### src/rtl/pipe_fetch2.sv
// pipe_fetch2: dual-issue fetch stage with one output slot, 1-entry skid and redirect squash.
// Define FETCH_PERF_EN to add the perf_fetch_cnt / perf_kill_cnt counters.
module pipe_fetch2 #(
  parameter logic [31:0] RESET_PC = 32'h0000_0000
) (
  input  logic        clk,
  input  logic        reset,
  input  logic        stallf,
  input  logic [1:0]  pcsrcd,
  input  logic [31:0] pcbranchd,
  input  logic [31:0] pcjumpd,
  input  logic [31:0] pcjrd,
  output logic        imem_req,
  output logic [31:0] imem_addr,
  input  logic        imem_gnt,
  input  logic        imem_rvalid,
  input  logic [63:0] imem_rdata,
  output logic [31:0] instrf,
  output logic [31:0] instrf2,
  output logic [31:0] pcf,
  output logic [31:0] pcplus4f,
  output logic        validf
`ifdef FETCH_PERF_EN
  ,
  output logic [31:0] perf_fetch_cnt,
  output logic [31:0] perf_kill_cnt
`endif
);
  typedef enum logic {S_REQ, S_WAIT} state_t;
  state_t r_state, w_next;
  logic [31:0] r_pc, r_req_pc;
  logic        r_kill, r_sk_v;
  logic [95:0] r_skid;
  logic        w_redir, w_fire, w_rsp, w_acc, w_free, w_load;
  logic [31:0] w_tgt;
  logic [95:0] w_src;
  assign w_redir = (pcsrcd != 2'b00) && !stallf;
  assign w_tgt   = pcsrcd == 2'b01 ? pcbranchd : pcsrcd == 2'b10 ? pcjumpd : pcjrd;
  assign w_fire  = imem_req && imem_gnt;
  assign w_rsp   = (r_state == S_WAIT) && imem_rvalid;
  assign w_acc   = w_rsp && !r_kill && !w_redir;
  assign w_free  = !validf || !stallf;
  assign w_load  = !w_redir && w_free && (r_sk_v || w_acc);
  // pairs are packed {instr2, instr, pc}; the skid always drains ahead of a new response
  assign w_src   = r_sk_v ? r_skid : {imem_rdata, r_req_pc};
  always_ff @(posedge clk)
    if (reset) r_state <= S_REQ;
    else r_state <= w_next;
  always_comb
    w_next = r_state == S_REQ ? (w_fire ? S_WAIT : S_REQ) : (imem_rvalid ? S_REQ : S_WAIT);
  always_comb begin
    imem_req  = (r_state == S_REQ) && !r_sk_v;
    imem_addr = {r_pc[31:2], 2'b00};
  end
  always_ff @(posedge clk) begin
    if (reset) begin
      r_pc     <= RESET_PC;
      r_req_pc <= '0;
      r_kill   <= 1'b0;
      r_sk_v   <= 1'b0;
      r_skid   <= '0;
      validf   <= 1'b0;
      {instrf2, instrf, pcf} <= '0;
      pcplus4f <= '0;
    end else begin
      r_kill <= w_rsp ? 1'b0 : (w_redir && (w_fire || r_state == S_WAIT)) ? 1'b1 : r_kill;
      r_pc   <= w_redir ? w_tgt : w_fire ? r_pc + 32'd8 : r_pc;
      if (w_fire) r_req_pc <= r_pc;
      if (w_redir || w_free) begin
        validf   <= w_load;
        {instrf2, instrf, pcf} <= w_load ? w_src : '0;
        pcplus4f <= w_load ? w_src[31:0] + 32'd4 : '0;
      end
      if (w_redir) r_sk_v <= 1'b0;
      else if (w_acc && (r_sk_v || !w_free)) begin
        r_sk_v <= 1'b1;
        r_skid <= {imem_rdata, r_req_pc};
      end else if (w_free) r_sk_v <= 1'b0;
    end
  end
`ifdef FETCH_PERF_EN
  always_ff @(posedge clk)
    if (reset) begin
      perf_fetch_cnt <= '0;
      perf_kill_cnt  <= '0;
    end else begin
      perf_fetch_cnt <= perf_fetch_cnt + {31'd0, w_acc};
      perf_kill_cnt  <= perf_kill_cnt + {31'd0, w_rsp && (r_kill || w_redir)};
    end
`endif
endmodule

### config.mk
export PLATFORM = sky130hd
export DESIGN_NAME = pipe_fetch2
export DESIGN_NICKNAME = d
export VERILOG_FILES = /design/src/rtl/pipe_fetch2.sv
export SDC_FILE = /design/constraint.sdc
export NUM_CORES = 1
export LEC_CHECK = 0
export CORE_MARGIN = 4
export CORE_UTILIZATION = 40
export DETAILED_ROUTE_END_ITERATION = 7
export PLACE_DENSITY = 0.67
export REMOVE_ABC_BUFFERS = 1
export SYNTH_ARGS = -nofsm -noshare
export SYNTH_HDL_FRONTEND = slang
export SYNTH_SLANG_ARGS = --single-unit
### constraint.sdc
create_clock -name clk -period 3.8 [get_ports clk]
set_input_delay 0.76 -clock clk [delete_from_list [all_inputs] [get_ports clk]]
set_output_delay 0.76 -clock clk [all_outputs]
set_load 0.01 [all_outputs]
Word level (Yosys, flattened, before mapping)
Cells that the tools add are included.

Bitwise gates (word level): 2. Multiplexer cells: 12. $add $sub $neg: 2. Reduce and logical (&&, ||, !) cells: 27. Equal/unequal tests: 2.

Operator list (number): 2-to-1 mux 96 bit (2); 2-to-1 mux 32 bit (5); adder 32 x 3 -> 32 bit, second input constant (1); adder 32 x 4 -> 32 bit, second input constant (1); logical AND 1 bit (10); logical NOT 1 bit (6); nonzero test 2 bit (3); logical OR 1 bit (5); 2-to-1 mux 1 bit (5); OR reduction 2 bit (2); equality test 2 x 1 -> 1 bit, second input constant (1); equality test 2 bit, second input constant (1); NOT 1 bit (2); AND reduction 2 bit (1).

Input port bits: 167. Bits in registers: 292. Word-level logic and storage cells: 56. Output and inout port bits: 162.

Depth between registers and ports, before layout
Word-level depth: 7. Depth in mapped cells: 13.

Worst setup path after synthesis
No wires, ideal clock.

Kind: flip-flop to flip-flop. Start: reg r_sk_v. End: reg pcplus4f[26]. Stages on the path, launching flop included: 13. Arrival: 3.097 ns. Path slack: 0.586 ns. Path through: dfxtp_1 > buf_6 > buf_2 > buf_2 > clkbuf_1 > buf_2 > mux2_2 > ha_1 > inv_1 > a211oi_1 > nand4_1 > or4_1 > a32o_1.

Word-level cells in the longest chain between the ends: 3. Elaborated cells on any way between the ends: 5. Classes of those cells: 1 x add/sub; 2 x mux; 2 x reduce/logical.

Ends and longest elaborated chain: start: declaration (RTL line 32) `logic r_kill, r_sk_v;`; start signal: assignment (RTL line 60) `r_sk_v <= 1'b0;`; start signal: assignment (RTL line 74) `if (w_redir) r_sk_v <= 1'b0;`; start signal: assignment (RTL line 76) `r_sk_v <= 1'b1;`; 2-to-1 mux 96 bit / logical OR 1 bit (equally long branches) (RTL line 45, 43); adder 32 x 3 -> 32 bit / logical AND 1 bit (equally long branches) (RTL line 72, 43); 2-to-1 mux 32 bit * (RTL line 72) `pcplus4f <= w_load ? w_src[31:0] + 32'd4 : '0;`; end signal: assignment (RTL line 72); end: declaration (RTL line 21) `output logic [31:0] pcplus4f,`.

Mark *: on every way between the ends. The rest lies on a longest branch, timed or not. A chain may end at the register's enable or synchronous reset.

Final worst setup path
Start: reg r_sk_v. End: out imem_req.

Word-level cells in the longest chain between the ends: 2.

Ends and longest elaborated chain: logical NOT 1 bit (RTL line 52) `imem_req = (r_state == S_REQ) && !r_sk_v;`; logical AND 1 bit (RTL line 52); end: declaration (RTL line 13) `output logic imem_req,`.

No other way between the ends.

==> summary.md <==
| Metric | Value |
|---|---|
| Remaining routing DRC violations | 0 |
| Compound-gate portion of the synthesized area | 17.76% |
| Register area | 5809 um2 |
| TritonCTS clock tree | done |
| CP peak stage delay | 630 ps |
| Setup TNS | 0 ps |
| # H-tree levels | 1 |
| Worst-Skew Late Latency | 550 ps |
| Mapped Avg Cell Area | 8.028 um2 |
| Synth Register Bits | 290 |
| Share of layout cells above drive strength 1 | 6.931% |
| Via count | 12.61k |
| Worst setup EP type | primary output |
| HP Class | flip-flop to flip-flop |
| Maxcap violations | 0 |
| Post-Synth Simple-Gate Area | 21.38% |
| ANT cells | 0 |
| CTS Sinks | 290 |
| Share of the synthesized area in the top cell type | 43.30% |
| Num CTS Buffers | 31 |
| Detailed Place HPWL | 28,670 um |
| Starting density of the core | 40.89% |
| Final hold vios | 0 |
| Crit Path Category | flip-flop to primary output |
| Synth Flop Type | dfxtp_1 |
| Final Setup Violations | 0 |
| GRT Residual Overflow | 0 |
| Worst Tran Pin Value | 1203 ps |
| Place WS | 677.8 ps |
| Num rows | 66 |
| Max-slew violations | 0 |
| Max IR drop VDD | 293.5 uV |
| Worst slew margin | 19.77% |
| Worst Clk Skew | 10.78 ps |
| Crit path cell chain | buf_4, nor2_1, clkdlybuf4s50_1 |
| EDFF count, synth | 0 |
| Max Freq | 313.4 MHz |
| Worst EP required | 3040 ps |
| Drt total wl | 40,880 um |
| Layout Utilization | 53.97% |
| Post-route setup slack | 609.0 ps |
| Grt met2 use | 36.20% |
| Post-Syn Instances | 1,670 |
| Filler cell count | 3,089 |
| Remaining antenna violation count | 0 |
| GR Util met3 | 3.926% |
| Drt first pass iters | 5 |
| CTS-repair resized insts | 0 |
| Leak | 6.039 nW |
| I/O pins | 329 |
| Crit-path max FO | 43 |
| Area taken by multi-input logic gates | 6843 um2 |
| Final Cycle Share | 83.97% |
| RePlAce Congestion | 0.8749 |
| Core area | 32,780 um2 |
| Die Y | 191.1 um |
| Syn. warnings | 0 |
| Post-synth ARST share | 0% |
| Post-CTS setup buffers | 0 |
| Synth area leader | dfxtp_1 |
| Most common cell in the synthesized netlist | nand2_1 |
| Yosys cell types | 73 |
| CTS Hold Buffers Added | 0 |
| IO Port Bufs | 326 |
| Slowest stage cell on the critical path | buf_4 |
| Global-route wire length before repair | 64,340 um |
| Routed wire per std cell | 17.31 um |
| Mux contribution to synthesized area | 10.14% |
| Met1 Resource Use GR | 27.88% |
| Synth cell count leaders | nand2_1, dfxtp_1, a21oi_1 |
| Vias in the first global route | 12.02k |
| Sequential element share of the synthesized area | 43.30% |
| Clk slew on worst S/H paths | 60 ps |
| Die footprint | 36,510 um2 |
| Synthesized area | 13,410 um2 |
| Status | finished, final reports clean |
| Initial DRC count | 806 |
| RSZ-0062 raised after global routing | no |
| Final net count | 2,069 |
| Main combinational cell family by area after synthesis | simple AND/OR/NAND/NOR gates |
| Vias per cell | 5.339 |
| P per Cell Area | 372.5 nW/um2 |
| CTS Buffer Depth | 3 |
| Total global-route track usage | 21.28% |
| Post-Synth Adder-Cell Area | 0.1867% |
| Largest net degree at the start of global routing | 107 |
| Area contributors post-synth | dfxtp_1, a21oi_1, nand2_1 |
| Tmin final | 3191 ps |
| CTS Root Cell | clkbuf_16 |
| Initial antenna violation count | 0 |
| Die X | 191.1 um |
| Critical path arrival | 2430 ps |
| Setup crit start kind | flip-flop |
| Gr busiest metal | met2 |
| Xor and xnor area share after synthesis | 1.307% |
| Area grow syn2layout | 31.96% |
==> registers in the layout, indices dropped and copies added (netlist names) <==
| register | flops |
|---|---|
| r_skid | 96 |
| pcf | 32 |
| r_kill | 1 |
| validf | 1 |
| r_sk_v | 1 |
| pcplus4f | 30 |
| instrf2 | 32 |
| r_req_pc | 32 |
| instrf | 32 |
| r_state | 1 |
| r_pc | 32 |
==> power by group <==
| group | switching [mW] | internal [mW] | total [mW] | leakage, nW |
|---|---|---|---|---|
| Combinational | 0.315 | 0.334 | 0.648 | 3.23 |
| Sequential | 0.0672 | 3.09 | 3.16 | 2.34 |
| Clock | 1.19 | 1.60 | 2.79 | 0.465 |
==> per-stage QoR <==
step | hold WS, ps | power (mW) | cells | instance area [um2]
floorplan | 426.2 | 3.446 | 1511 | 12650
global placement | 438.7 | 3.863 | 2309 | 16760
detailed placement | 446.1 | 3.869 | 2309 | 16760
CTS | 454.3 | 6.656 | 2361 | 17690
global route | 469.3 | 6.840 | 2361 | 17690
finish | 453.2 | 6.589 | 2361 | 17690
==> final cells by class <==
type	count	share of cell area [%]
inverter	9	0.1909
timing repair buffer	356	19.92
multi-input combinational	1212	38.68
clock inverter	8	0.2475
sequential	290	32.84
clock buffer	44	5.000
tap	442	3.126
==> path summary, 6_finish.rpt <==
check / start / end / slack [ps] / cells after the start
max: r_sk_v$_SDFFE_PP0P_ / imem_req / 610 / 3
min: r_skid[90]$_SDFFE_PP0P_ / r_skid[90]$_SDFFE_PP0P_ / 450 / 2
max reg2reg: r_sk_v$_SDFFE_PP0P_ / pcplus4f[26]$_SDFFE_PP0P_ / 790 / 6
min reg2reg: r_skid[90]$_SDFFE_PP0P_ / r_skid[90]$_SDFFE_PP0P_ / 450 / 2
==> critical path: cells and delay by family (launching register included) <==
kind / cells / cell delay (ps)
buffers and inverters: 2 / 1180
DFF: 1 / 590
and+or+nand+nor: 1 / 110
==> layout by cell type (no fill, tap or decap), types with 29 or more instances in the layout <==
master,netlist,routed
a22oi_1,47,47
dfxtp_1,290,289
clkbuf_16,0,31
mux2_2,38,38
a21oi_1,244,244
clkdlybuf4s50_1,0,324
mux2i_1,93,93
nor2_1,231,229
nand4_1,29,29
nand2_1,292,292
==> kinds of logic (layout without fill, tap and decap cells) <==
logic type | Yosys count | count (layout)
flops | 290 | 290
xor+xnor | 20 | 20
buf+inv | 169 | 417
fa+ha+maj | 2 | 2
other cells | 1 | 2
simple gates | 660 | 660
compound gates | 397 | 397
mux | 131 | 131
==> layer usage <==
layer / vias to the layer above / share of wire, %
met4: 0 / 2.4
li1: 6219 / -
met3: 56 / 7.0
met2: 414 / 47
met5: - / 0
met1: 5916 / 43
Power figures use the tool's default switching activity.
